File: src/rtl/uart_rx.sv
// UART receiver: 2-flop synchronised line, 8 data bits LSB first, optional parity, one stop bit checked.
// Presents each received byte with a one-clock valid strobe plus parity/framing error flags.
module uart_rx #(
  parameter int p_clk_speed_hz = 50_000_000,
  parameter int p_baud_rate    = 9_600
) (
  input  logic       clk_i,
  input  logic       rst_n_i,
  input  logic       enable_i,
  input  logic       data_i,
  input  logic       parity_en_i,
  input  logic       parity_sel_i,
  output logic [7:0] data_o,
  output logic       valid_o,
  output logic       parity_err_o,
  output logic       frame_err_o,
  output logic       busy_o
);
  localparam int CPB  = p_clk_speed_hz / p_baud_rate;
  localparam int HALF = CPB / 2;
  localparam int CW   = $clog2(CPB) + 1;
  localparam logic [CW-1:0] CNT_FULL = CW'(CPB);
  localparam logic [CW-1:0] CNT_HALF = CW'(HALF);

  typedef enum logic [2:0] {IDLE, START, DATA, PARITY, STOP} state_t;

  state_t          r_state;
  logic            r_sync1, r_sync2;
  logic [CW-1:0]   r_cnt;
  logic [2:0]      r_idx;
  logic [7:0]      r_shift;
  logic            r_par_en, r_par_err, r_armed;
  logic            w_rx;

  assign w_rx   = r_sync2;
  assign busy_o = (r_state != IDLE);

  always_ff @(posedge clk_i or negedge rst_n_i) begin
    if (!rst_n_i) begin
      r_sync1      <= 1'b1;
      r_sync2      <= 1'b1;
      r_state      <= IDLE;
      r_cnt        <= '0;
      r_idx        <= '0;
      r_shift      <= '0;
      r_par_en     <= 1'b0;
      r_par_err    <= 1'b0;
      r_armed      <= 1'b1;
      data_o       <= '0;
      valid_o      <= 1'b0;
      parity_err_o <= 1'b0;
      frame_err_o  <= 1'b0;
    end else begin
      r_sync1 <= data_i;
      r_sync2 <= r_sync1;
      valid_o <= 1'b0;
      case (r_state)
        IDLE: begin
          r_cnt <= '0;
          if (w_rx) r_armed <= 1'b1;
          if (enable_i && r_armed && !w_rx) r_state <= START;
        end
        START: begin
          if (r_cnt == CNT_HALF) begin
            r_cnt <= '0;
            r_idx <= '0;
            // A start bit that is gone by mid-bit was a glitch: drop it silently.
            r_state <= w_rx ? IDLE : DATA;
          end else begin
            r_cnt <= r_cnt + CW'(1);
          end
        end
        DATA: begin
          if (r_cnt == CNT_FULL) begin
            r_cnt          <= '0;
            r_shift[r_idx] <= w_rx;
            if (r_idx == 3'd7) begin
              r_par_en <= parity_en_i;
              r_state  <= parity_en_i ? PARITY : STOP;
            end else begin
              r_idx <= r_idx + 3'd1;
            end
          end else begin
            r_cnt <= r_cnt + CW'(1);
          end
        end
        PARITY: begin
          if (r_cnt == CNT_FULL) begin
            r_cnt     <= '0;
            r_par_err <= w_rx != (parity_sel_i ? ^r_shift : ~^r_shift);
            r_state   <= STOP;
          end else begin
            r_cnt <= r_cnt + CW'(1);
          end
        end
        STOP: begin
          if (r_cnt == CNT_FULL) begin
            r_cnt        <= '0;
            data_o       <= r_shift;
            frame_err_o  <= ~w_rx;
            parity_err_o <= r_par_en & r_par_err;
            valid_o      <= 1'b1;
            // A low stop bit may be a break; wait for the line to go high before rearming.
            if (!w_rx) r_armed <= 1'b0;
            r_state <= IDLE;
          end else begin
            r_cnt <= r_cnt + CW'(1);
          end
        end
        default: r_state <= IDLE;
      endcase
    end
  end
endmodule
File: config.mk
export PLATFORM = sky130hd
export DESIGN_NAME = uart_rx
export DESIGN_NICKNAME = d
export VERILOG_FILES = /design/src/rtl/uart_rx.sv
export SDC_FILE = /design/constraint.sdc
export NUM_CORES = 1
export LEC_CHECK = 0
export ABC_AREA = 1
export CAP_MARGIN = 30
export CORE_UTILIZATION = 40
export DETAILED_ROUTE_END_ITERATION = 10
export GPL_ROUTABILITY_DRIVEN = 0
export PLACE_DENSITY = 0.6
export SYNTH_ARGS = -nofsm -noshare
export SYNTH_HDL_FRONTEND = slang
export SYNTH_SLANG_ARGS = --single-unit
File: constraint.sdc
create_clock -name clk_i -period 2.4 [get_ports clk_i]
set_input_delay 0.48 -clock clk_i [delete_from_list [all_inputs] [get_ports clk_i]]
set_output_delay 0.48 -clock clk_i [all_outputs]
set_load 0.005 [all_outputs]
==> run summary, run 1 <==
The critical path is of the flop to output port type. The total number of placement rows came out at 28. The number of antenna violations at the first check in global routing came out at 0.

The number of pins with negative max-slew slack in the final report came out at 0. The worst hold path belongs to the class primary input to asynchronous set/reset pin. The final-report setup violation count came out at 0. The share of synthesized cell area in full adder, half adder and majority cells is 1.93%.

The multiplexer share of the synthesized area came out at 0%. The number of levels in the clock H-tree is 2. The number of primary I/O pins is 18.

The delay of the slowest cell on the worst path is 0.47 ns. VDD sags by at most 0.361 mV. The static leakage came out at 1.41 nW. For this configuration, the core starts out at a cell density of 42.5%. The combinational family with the most area after synthesis is simple AND/OR/NAND/NOR gates. The share of post-route cells with drive strength above 1 came out at 10.5%. The post-synthesis instance total came out at 348.

The max-slew headroom at the worst pin is 63.5%. The number of DRC violations after detailed routing came out at 0. The run finished with clean final reports. Clock tree synthesis selected as its root buffer the cell clkbuf_8.

The power density over cell area is 455 mW/mm². After routing the design area is 0.00294 mm². The wire length per cell is 12.1 µm. The critical path data required time is 1.92 ns. Across every metal layer, demand over resource in global routing totals 18.6%. After Yosys synthesis, and, or, nand and nor cells account for 37.1% of the synthesized area. The pin slew with the least headroom to its limit is 0.547 ns.

The hold-fix buffer count after cts is 0. The clock skew came out at 0.0106 ns. The kind of cell with the highest combined delay along the critical path is flip-flops. The count of vias placed by the detailed router came out at 2,210. The buffer depth of the longest clock path came out at 2. The buffers inserted during post-CTS setup optimization came out at 0. The number of buffers and inverters on the critical path is 1. The total power is 1.34 mW. The global-route wire length before repair is 9.55 mm. STA classifies the critical path endpoint as an output port. The count of buffers inserted at the top-level ports is 17. The post-synth net total came out at 358. For the worst setup path, the data arrival time is 1.54 ns. The setup check on the worst reg-to-reg path leaves a slack of 0.66 ns. The sequential element share of the synthesized area is 42.7%. The number of antenna repair diodes is 0.

In this run, synthesis produced a sequential element count of 44. The fraction of the mapped netlist area in compound gates is 6.96%. Global routing finished with a remaining overflow of 0. The critical path goes through nor2_1, nand2_1, clkdlybuf4s50_1.

The via count of the first global-routing pass is 2,081. The post-route fraction of the period consumed by the critical path came out at 84.2%. The residual antenna-violating net count after detailed routing came out at 0. During synthesis, Yosys emitted a total of 0 warnings. The die is 82.4 µm tall. After the first detailed-routing iteration, the DRC count stood at 113. The worst-path cell with the longest stage delay is dfrtp_1. The clock net in this run drives a total of 44 sinks. The overall die area is 0.00680 mm².

The xor and xnor area share after synthesis came out at 3.04%. The maximum fanout along the worst path is 6. The area growth from synthesis to layout is 13.6%. For the final routed database, the setup TNS stands at 0 ns. Entering global routing, the biggest net connects 25 pins. The number of max-cap violations came out at 0. The post-detailed-placement cell area is 0.00283 mm². The placeable core area is 0.00610 mm². The number of gates given a new drive strength after cts is 0. The count of TritonRoute iterations in the first routing pass came out at 4. The synthesized netlist occupies a cell area of 0.00259 mm². The post-layout net count came out at 380. Based on the critical path, the design can be clocked at up to 495 MHz. The shortest clock period the worst path allows after layout came out at 2.02 ns. The count of different cell masters after synthesis came out at 30. The total CTS buffers is 5.

The post-CTS clock slew at the launch and capture registers of the worst setup and hold paths came out at 0.09 ns. TritonCTS built the clock tree. The total half-perimeter wirelength after legalization and detailed placement came out at 4.12 mm. The die boundary width is 82.4 µm.

Setup repair after global routing left no endpoint under its margin. Dividing the detail-routed via count by the number of cells gives 4.96. The latest clock arrival within the worst-skew pair is 0.29 ns. The worst setup path is launched from a flop. The post-synthesis area per instance is 7.44 µm². The number of filler instances in the final layout is 614. The routed wire length came out at 5.38 mm.

The final number of hold-violating endpoints came out at 0.
## per-stage QoR
stage / hold WS (ns) / std cells / util [%] / setup WS, ns
2_1_floorplan: 0.184 / 348 / - / 0.954
3_3_place_gp: 0.348 / 438 / 46.5 / 0.729
3_5_place_dp: 0.350 / 438 / 46.5 / 0.673
4_1_cts: 0.175 / 446 / 48.2 / 0.359
5_1_grt: 0.203 / 446 / 48.2 / 0.232
6_report: 0.159 / 446 / 48.2 / 0.380
## path summary, 6_finish.rpt
kind                       startpoint         to  depth (start not counted)
max                        r_state[0]     busy_o                          3
max in group asynchronous     rst_n_i    r_armed                          2
min in group clk_i            r_sync1    r_sync2                          0
min                           rst_n_i   r_cnt[8]                          1
max reg2reg                  r_cnt[0]  data_o[0]                          9
min reg2reg                   r_sync1    r_sync2                          0
## logic make-up (layout without fill, tap and decap cells)
family | count (synthesis) | after routing
AOI/OAI and AO/OA | 29 | 29
xor gates and xnor gates | 9 | 9
adders and majority gates | 4 | 4
buffers and inverters | 53 | 76
DFF | 44 | 44
and+or+nand+nor | 209 | 209
## report_power, final
part | switching (mW) | leakage, nW | internal [mW]
registers | 0.00397 | 0.574 | 0.744
logic | 0.0213 | 0.783 | 0.0111
clock network | 0.249 | 0.0552 | 0.309
## cells in the final DEF, fill, tap and decap left out
cell and count:
o31ai_1 1, dfrtp_1 41, nor3_4 1, a31oi_1 1, clkdlybuf4s50_1 16, clkbuf_1 1
clkbuf_8 5, o21ai_4 1, dfstp_2 3, ha_1 4, nand4_1 18, nor2_1 32
nor2_2 1, o21ai_2 4, nand2_1 112, nand3_2 2, a21oi_1 2, bufinv_16 1
inv_2 4, nand2_4 3, nor4_1 1, o21ai_1 10, inv_1 45, xor2_1 9
nor3_2 1, nor2_4 3, buf_4 2, a21oi_2 1, o22ai_1 1, nand3_1 23
o21ai_0 8, clkinv_2 1, nor3_1 7, buf_2 1, nand2_2 5
## synth_stat cells
library cell,instances,area [µm²]
o21ai_0,8,40.0
a21oi_2,1,8.76
o31ai_1,1,7.51
xor2_1,9,78.8
o21ai_1,10,50.1
nand2_1,112,420
o21ai_4,1,16.3
inv_2,4,15.0
nor2_2,1,6.26
a21oi_1,2,10.0
nand3_2,2,20.0
nor2_4,3,33.8
nor4_1,1,6.26
ha_1,4,50.1
dfstp_2,3,78.8
o21ai_2,4,35.0
nor3_2,1,10.0
nand4_1,18,113
nor3_1,7,35.0
nor2_1,32,120
inv_1,45,169
clkbuf_1,2,7.51
nand2_4,3,33.8
dfrtp_1,41,1030
buf_6,2,22.5
nor3_4,1,16.3
a31oi_1,1,6.26
nand3_1,23,115
o22ai_1,1,6.26
nand2_2,5,31.3
## metal layers
metal | global-route usage (%) | vias to the layer above | routed length, µm
met4 | 6.84 | 0 | 25
met5 | 0 | - | 0
met3 | 2.75 | 2 | 163
li1 | - | 1158 | -
met2 | 28.7 | 31 | 2370
met1 | 26.3 | 1019 | 2830
## layout make-up
type	instances	area (µm²)	area share (%)
well taps	75	93.8	3.19
inverters	49	184	6.26
multi-input cells	251	1270	43.2
repair buffers	19	180	6.13
flip-flops and latches	44	1100	37.6
clock buffers	6	72.6	2.47
clock inverters	2	35.0	1.19
## state kept, by name (all words and copies together), names as in the netlist
name	cells
r_cnt	14
data_o	8
r_shift	8
r_idx	3
r_state	3
frame_err_o	1
parity_err_o	1
r_armed	1
r_par_en	1
r_par_err	1
r_sync1	1
r_sync2	1
valid_o	1
No activity file was read; power rests on OpenSTA's default activity.
==> run 2: changes to the inputs <==
- PLACE_DENSITY: 0.6 -> 0.62
- clock period: 2.4 -> 1.75 ns (I/O delays scaled with it)
==> run 2 against run 1 <==
Total power rose by 43%. Final area rose by 6.2%. Via count is 3.4% higher. Clock skew is 0.0035 ns lower. Critical endpoint is now r_cnt[6].
==> run summary, run 2 (synthesized netlist as in run 1, its figures left out) <==
Result of the run: finished, final reports clean (unchanged). The count of TritonRoute iterations in the first routing pass came out at 5 (was 4). The total number of placement rows came out at 28 (unchanged). The final-report setup violation count came to 0 (unchanged). The largest net degree at the start of global routing was 28 (was 25).

The post-detailed-placement cell area came out at 0.00288 mm² (was 0.00283 mm²). The critical path data required time was 1.95 ns (was 1.92 ns). The post-placement setup slack came out at -0.00123 ns (was 0.673 ns). The overall die area is 0.00680 mm² (unchanged). The number of standard cells in the layout, taps in and fillers out came out at 461 (was 446). Top flop regs: r_cnt: 14 flops, data_o: 8 flops, r_shift: 8 flops (unchanged). The count of vias placed by the detailed router is 2,286 (was 2,210).

The static leakage came to 1.49 nW (was 1.41 nW). The endpoint type of the worst setup path is a flop (was output port). The number of antenna violations at the first check in global routing came out at 0 (unchanged).

The power density over cell area came out at 615 mW/mm² (was 455 mW/mm²). RSZ-0062 raised after global routing: false (unchanged). The number of max-cap violations is 0 (unchanged).

The number of pins with negative max-slew slack in the final report is 0 (unchanged). The final sum of negative setup slack came out at 0 ns (unchanged). The number of antenna repair diodes is 0 (unchanged). The clock tree from TritonCTS is yes (unchanged). The timing startpoint of the critical path is r_cnt[0] (was r_state[0]).

The wire length per cell is 12.3 µm (was 12.1 µm). The startpoint identified for the worst hold timing path is r_sync1. The post-layout net count came out at 395 (was 380). The clock root buffer is clkbuf_8 (unchanged). The via count of the first global-routing pass came out at 2,142 (was 2,081). The final cell utilization of the core came out at 51.2% (was 48.2%). The top register by number of flip-flops is r_cnt (unchanged).

The worst ir drop on vdd came out at 0.319 mV (was 0.361 mV). The global routing usage summed across all routing layers came to 19.0% (was 18.6%). The latest clock arrival within the worst-skew pair came to 0.31 ns (was 0.29 ns). Along the worst hold path, the cell count comes to 0. The clock skew is 0.00707 ns (was 0.0106 ns). The pin slew with the least headroom to its limit is 0.442 ns (was 0.547 ns). The total global routing overflow is 0 (unchanged). The number of filler instances in the final layout is 587 (was 614). The initial core utilization came out at 42.5% (unchanged). The type of the worst min-delay path is flop to flop (was primary input to asynchronous set/reset pin). The number of DRC violations after detailed routing came to 0 (unchanged). The maximum achievable frequency came out at 632 MHz. The shortest clock period the worst path allows after layout is 1.58 ns. The most common cell after layout, fill and taps aside was nand2_1 (unchanged).

The die outline height was 82.4 µm (unchanged). The share of post-route cells with drive strength above 1 was 16.6% (was 10.5%). The placeable core area came to 0.00610 mm² (unchanged).

The post-route fraction of the period consumed by the critical path came out at 90.4%. Commonest non-fill, non-tap cells in the layout: nand2_1 (111), inv_1 (42), dfrtp_1 (41) (was nand2_1 (112), inv_1 (45), dfrtp_1 (41)). The final worst slack was 0.168 ns (was 0.380 ns). The type of the worst setup path was flop to flop (was flop to output port).

The finished layout cell area is 0.00312 mm² (was 0.00294 mm²). The buffer depth of the longest clock path is 2 (unchanged). The area overhead of the layout relative to synthesis was 20.6% (was 13.6%).

The number of flip-flops in the largest register is 14 (unchanged). The critical path launch point type is a flop (unchanged). The maximum fanout along the worst path is 8 (was 6). The number of instances in the placed design is 443 (was 438). The routed wire length came out at 5.65 mm (was 5.38 mm). The global-route wire length before repair came to 9.76 mm (was 9.55 mm). The starting DRC count in detailed routing is 176 (was 113).

The sink count of the clock tree came out at 44 (unchanged). The max-slew headroom at the worst pin was 70.5% (was 63.5%). The count of buffers inserted at the top-level ports was 17 (unchanged). The die boundary width is 82.4 µm (unchanged). The launch instance of the worst register-to-register path is r_cnt[0] (unchanged). The number of primary I/O pins came out at 18 (unchanged). The worst slack on hold paths was 0.359 ns (was 0.159 ns). The arrival time of data at the critical path endpoint is 1.78 ns (was 1.54 ns).

The residual antenna-violating net count after detailed routing is 0 (unchanged). The number of cells on the worst reg-to-reg path is 9 (unchanged). The total half-perimeter wirelength after legalization and detailed placement came to 4.07 mm (was 4.12 mm). The final number of hold-violating endpoints is 0 (unchanged). The total power is 1.92 mW (was 1.34 mW). The post-CTS clock slew at the launch and capture registers of the worst setup and hold paths came out at 0.09 ns (about the same). The number of levels in the clock H-tree is 2 (unchanged). The detailed-route vias per instance was 4.96 (about the same). The total CTS buffers came out at 5 (unchanged).
==> run 2: cell count changes in the layout (fill, tap and decap cells not counted), moves of 2 or more <==
cell and delta:
inv_2 +3, nor3_1 -2, nor2_1 -3, buf_4 +13
nor3_2 +2, inv_1 -3, nor2_2 +3
==> run 2: report_power, final <==
part / leakage [nW] / internal [mW] / switching [mW]
logic: 0.858 / 0.0183 / 0.0307
registers: 0.574 / 1.02 / 0.00557
clock network: 0.0614 / 0.467 / 0.377
==> run 2: worst paths after layout <==
check,endpoint,slack (ns)
max,r_cnt[6],0.17
min,r_sync2,0.36
max reg2reg,r_cnt[6],0.17
min reg2reg,r_sync2,0.36
max in group asynchronous,r_shift[1],0.75
min in group asynchronous,r_cnt[2],0.51
==> run 2: layout make-up <==
cell class | count | area, µm² | share of cell area [%]
clock buffers | 6 | 82.6 | 2.65
clock inverters | 2 | 38.8 | 1.24
inverters | 49 | 184 | 5.89
multi-input cells | 251 | 1310 | 41.9
flip-flops and latches | 44 | 1100 | 35.4
well taps | 75 | 93.8 | 3.01
repair buffers | 34 | 310 | 9.94
==> run 2: worst max-delay path, cell delays in order (launching register included) <==
cell and delay [ns]:
dfrtp_1 0.42, inv_2 0.09, ha_4 0.15, nand4_1 0.10, nor2_2 0.15, nand3_2 0.12
nand2_4 0.11, nand2_4 0.09, nor2_4 0.19, nor2_1 0.06
==> run 2: per-layer routing <==
layer	routed length [µm]	track usage, %
met1	2890	26.4
met4	72	7.54
met3	213	3.30
met5	0	0
met2	2480	29.3
==> run 2: repair_timing <==
action                                  in CTS  in global routing
gates resized for setup                      2                 11
setup buffers                                2                  7
gates cloned                                 0                  0
hold endpoints to repair                    14                  0
pin swaps                                    0                  5
endpoints found under the setup margin       3                 38
hold buffers                                 1                  0
==> run 3: changes to the inputs <==
- MAX_ROUTING_LAYER: unset -> met4
==> run 3 against run 2 <==
Worst setup slack is essentially flat. Flip-flop and latch count is the same. Critical path depth is the same.
==> run summary, run 3 (synthesized netlist as in run 1, its figures left out) <==
Result of the run: finished, final reports clean (unchanged). The maximum fanout along the worst path is 8 (unchanged). The number of pins with negative max-slew slack in the final report is 0 (unchanged). The number of cells on the worst reg-to-reg path is 9 (unchanged).

The critical path launch point type is a flop (unchanged). The via count of the first global-routing pass came out at 2,143 (was 2,142). The worst slack on hold paths is 0.360 ns (was 0.359 ns). The total global routing overflow is 0 (unchanged). The delay of the slowest cell on the worst path came out at 0.42 ns (about the same).

The clock tree from TritonCTS is yes (unchanged). The launch instance of the worst register-to-register path is r_cnt[0] (unchanged). The reg2reg setup slack came to 0.17 ns (about the same).

The number of primary I/O pins is 18 (unchanged). The most numerous cell on the critical path is nand2_4 (unchanged). The worst ir drop on vdd came out at 0.319 mV (about the same).

The final worst slack came out at 0.167 ns (was 0.168 ns). The arrival time of data at the critical path endpoint was 1.78 ns (about the same). The top cell family by delay on the critical path was simple AND/OR/NAND/NOR gates (unchanged). The number of levels in the clock H-tree is 2 (unchanged). The most common cell after layout, fill and taps aside is nand2_1 (unchanged). The shortest clock period the worst path allows after layout was 1.58 ns (about the same). The die outline height came out at 82.4 µm (unchanged). The pin slew with the least headroom to its limit is 0.443 ns (was 0.442 ns).

The switching power total came out at 0.410 mW (was 0.413 mW). The top register by number of flip-flops was r_cnt (unchanged). The highest-utilization routing layer at the global route stage is met2 (unchanged). The met3 routing resource usage after global routing came out at 3.30% (unchanged). The final-report setup violation count is 0 (unchanged).

Top flop regs: r_cnt: 14 flops, data_o: 8 flops, r_shift: 8 flops (unchanged). The clock root buffer is clkbuf_8 (unchanged). The initial core utilization came to 42.5% (unchanged).

The buffer depth of the longest clock path came out at 2 (unchanged). The global routing usage summed across all routing layers is 19.6% (was 19.0%). The number of standard cells in the layout, taps in and fillers out came out at 461 (unchanged). The area overhead of the layout relative to synthesis is 20.6% (unchanged). The power density over cell area was 614 mW/mm² (was 615 mW/mm²). The detailed-route vias per instance is 4.97 (was 4.96). The number of antenna violations at the first check in global routing came out at 0 (unchanged). The total power came out at 1.92 mW (about the same).

The number of max-cap violations came out at 0 (unchanged). The global-route wire length before repair is 9.75 mm (was 9.76 mm). The switching share of power is 21.4% (was 21.5%). The wire length per cell was 12.3 µm (about the same). The total half-perimeter wirelength after legalization and detailed placement is 4.07 mm (unchanged). The largest net degree at the start of global routing is 28 (unchanged). Commonest non-fill, non-tap cells in the layout: nand2_1 (111), inv_1 (42), dfrtp_1 (41) (unchanged).

The post-CTS clock slew at the launch and capture registers of the worst setup and hold paths came out at 0.09 ns (about the same). The worst-path cell with the longest stage delay is dfrtp_1 (unchanged). The type of the worst setup path was flop to flop (unchanged). The proportion of power drawn by the clock network came out at 43.9% (was 44.0%). The max-slew headroom at the worst pin is 70.5% (about the same). The placeable core area was 0.00610 mm² (unchanged). The endpoint type of the worst setup path is a flop (unchanged). The overall die area is 0.00680 mm² (unchanged). The total CTS buffers is 5 (unchanged).

The count of TritonRoute iterations in the first routing pass came out at 4 (was 5). The finished layout cell area came out at 0.00312 mm² (unchanged). Critical path cell sequence: inv_2, ha_4, nand4_1, nor2_2, nand3_2, nand2_4, nand2_4, nor2_4, nor2_1 (unchanged). The total number of placement rows is 28 (unchanged). The count of vias placed by the detailed router came out at 2,290 (was 2,286). The final cell utilization of the core came to 51.2% (unchanged). The number of flip-flops in the largest register came out at 14 (unchanged).

The static leakage is 1.49 nW (unchanged). The number of DRC violations after detailed routing came out at 0 (unchanged). The post-route fraction of the period consumed by the critical path came to 90.4% (about the same).

The count of buffers inserted at the top-level ports came out at 17 (unchanged). The clock skew is 0.00695 ns (was 0.00707 ns). The final number of hold-violating endpoints is 0 (unchanged). The number of stages on the worst setup path is 9 (unchanged). The share of post-route cells with drive strength above 1 is 16.6% (unchanged). The type of the worst min-delay path is flop to flop (unchanged).

The timing startpoint of the critical path is r_cnt[0] (unchanged). The combinational power share is 2.6% (about the same). The routing usage on met2 came to 29.3% (unchanged). The maximum achievable frequency is 632 MHz (about the same).

The number of filler instances in the final layout is 587 (unchanged). The starting DRC count in detailed routing came to 185 (was 176). The internal power came to 1.51 mW (about the same). The capturing instance or port of the critical path is r_cnt[6] (unchanged).

The latest clock arrival within the worst-skew pair came out at 0.30 ns (was 0.31 ns). The number of antenna repair diodes is 0 (unchanged). The post-layout net count came out at 395 (unchanged). The post-placement setup slack is -0.00123 ns (unchanged). The residual antenna-violating net count after detailed routing came out at 0 (unchanged). The number of instances in the placed design came to 443 (unchanged).

RSZ-0062 raised after global routing: false (unchanged). The critical path buffer and inverter count is 1 (unchanged). The post-detailed-placement cell area is 0.00288 mm² (unchanged). The routed wire length is 5.65 mm (about the same).

The portion of total power attributed to sequential cells is 53.5% (about the same). The sink count of the clock tree is 44 (unchanged). The end of the worst register-to-register path is r_cnt[6] (unchanged). The final sum of negative setup slack came out at 0 ns (unchanged).

The routing usage on met1 is 26.4% (unchanged). The critical path data required time is 1.95 ns (about the same). The die boundary width is 82.4 µm (unchanged).
run 3: cell counts in the layout (fill, tap and decap cells not counted):
No cell type changed its count.
run 3: worst min-delay path by stage:
| stage | startpoint | endpoint | depth (start not counted) |
|---|---|---|---|
| after global placement | rst_n_i | r_cnt[2] | 1 |
| after floorplan | rst_n_i | data_o[0] | 0 |
| after detailed placement | rst_n_i | r_cnt[2] | 1 |
| final | r_sync1 | r_sync2 | 0 |
| after global routing | r_sync1 | r_sync2 | 0 |
| after CTS | r_sync1 | r_sync2 | 0 |
run 3: final cells by class:
| class | instances | area [µm²] | area share (%) |
|---|---|---|---|
| Multi-Input combinational cell | 251 | 1310 | 41.9 |
| Sequential cell | 44 | 1100 | 35.4 |
| Timing Repair Buffer | 34 | 310 | 9.94 |
| Inverter | 49 | 184 | 5.89 |
| Tap cell | 75 | 93.8 | 3.01 |
| Clock buffer | 6 | 82.6 | 2.65 |
| Clock inverter | 2 | 38.8 | 1.24 |
run 3: per-layer routing:
layer  up-vias  share of wire, %
met1      1051                51
li1       1187                 -
met3         4               4.3
met4         0              0.83
met5         -                 0
met2        48                44
run 3: power groups by stage:
stage,Sequential (mW),Clock (mW),Combinational (mW)
2_1_floorplan,1.04,0,0.0113
3_3_place_gp,1.05,0,0.0475
3_5_place_dp,1.05,0,0.0487
4_1_cts,1.03,0.874,0.0511
5_1_grt,1.03,0.907,0.0562
6_report,1.03,0.841,0.0489
run 3: what timing repair did:
| action | CTS | global route |
|---|---|---|
| pin swaps | 0 | 5 |
| hold endpoints to repair | 14 | 0 |
| gates cloned | 0 | 0 |
| buffers inserted | 2 | 7 |
| setup endpoints to repair | 3 | 38 |
| hold buffers | 1 | 0 |
| resized for setup | 2 | 11 |
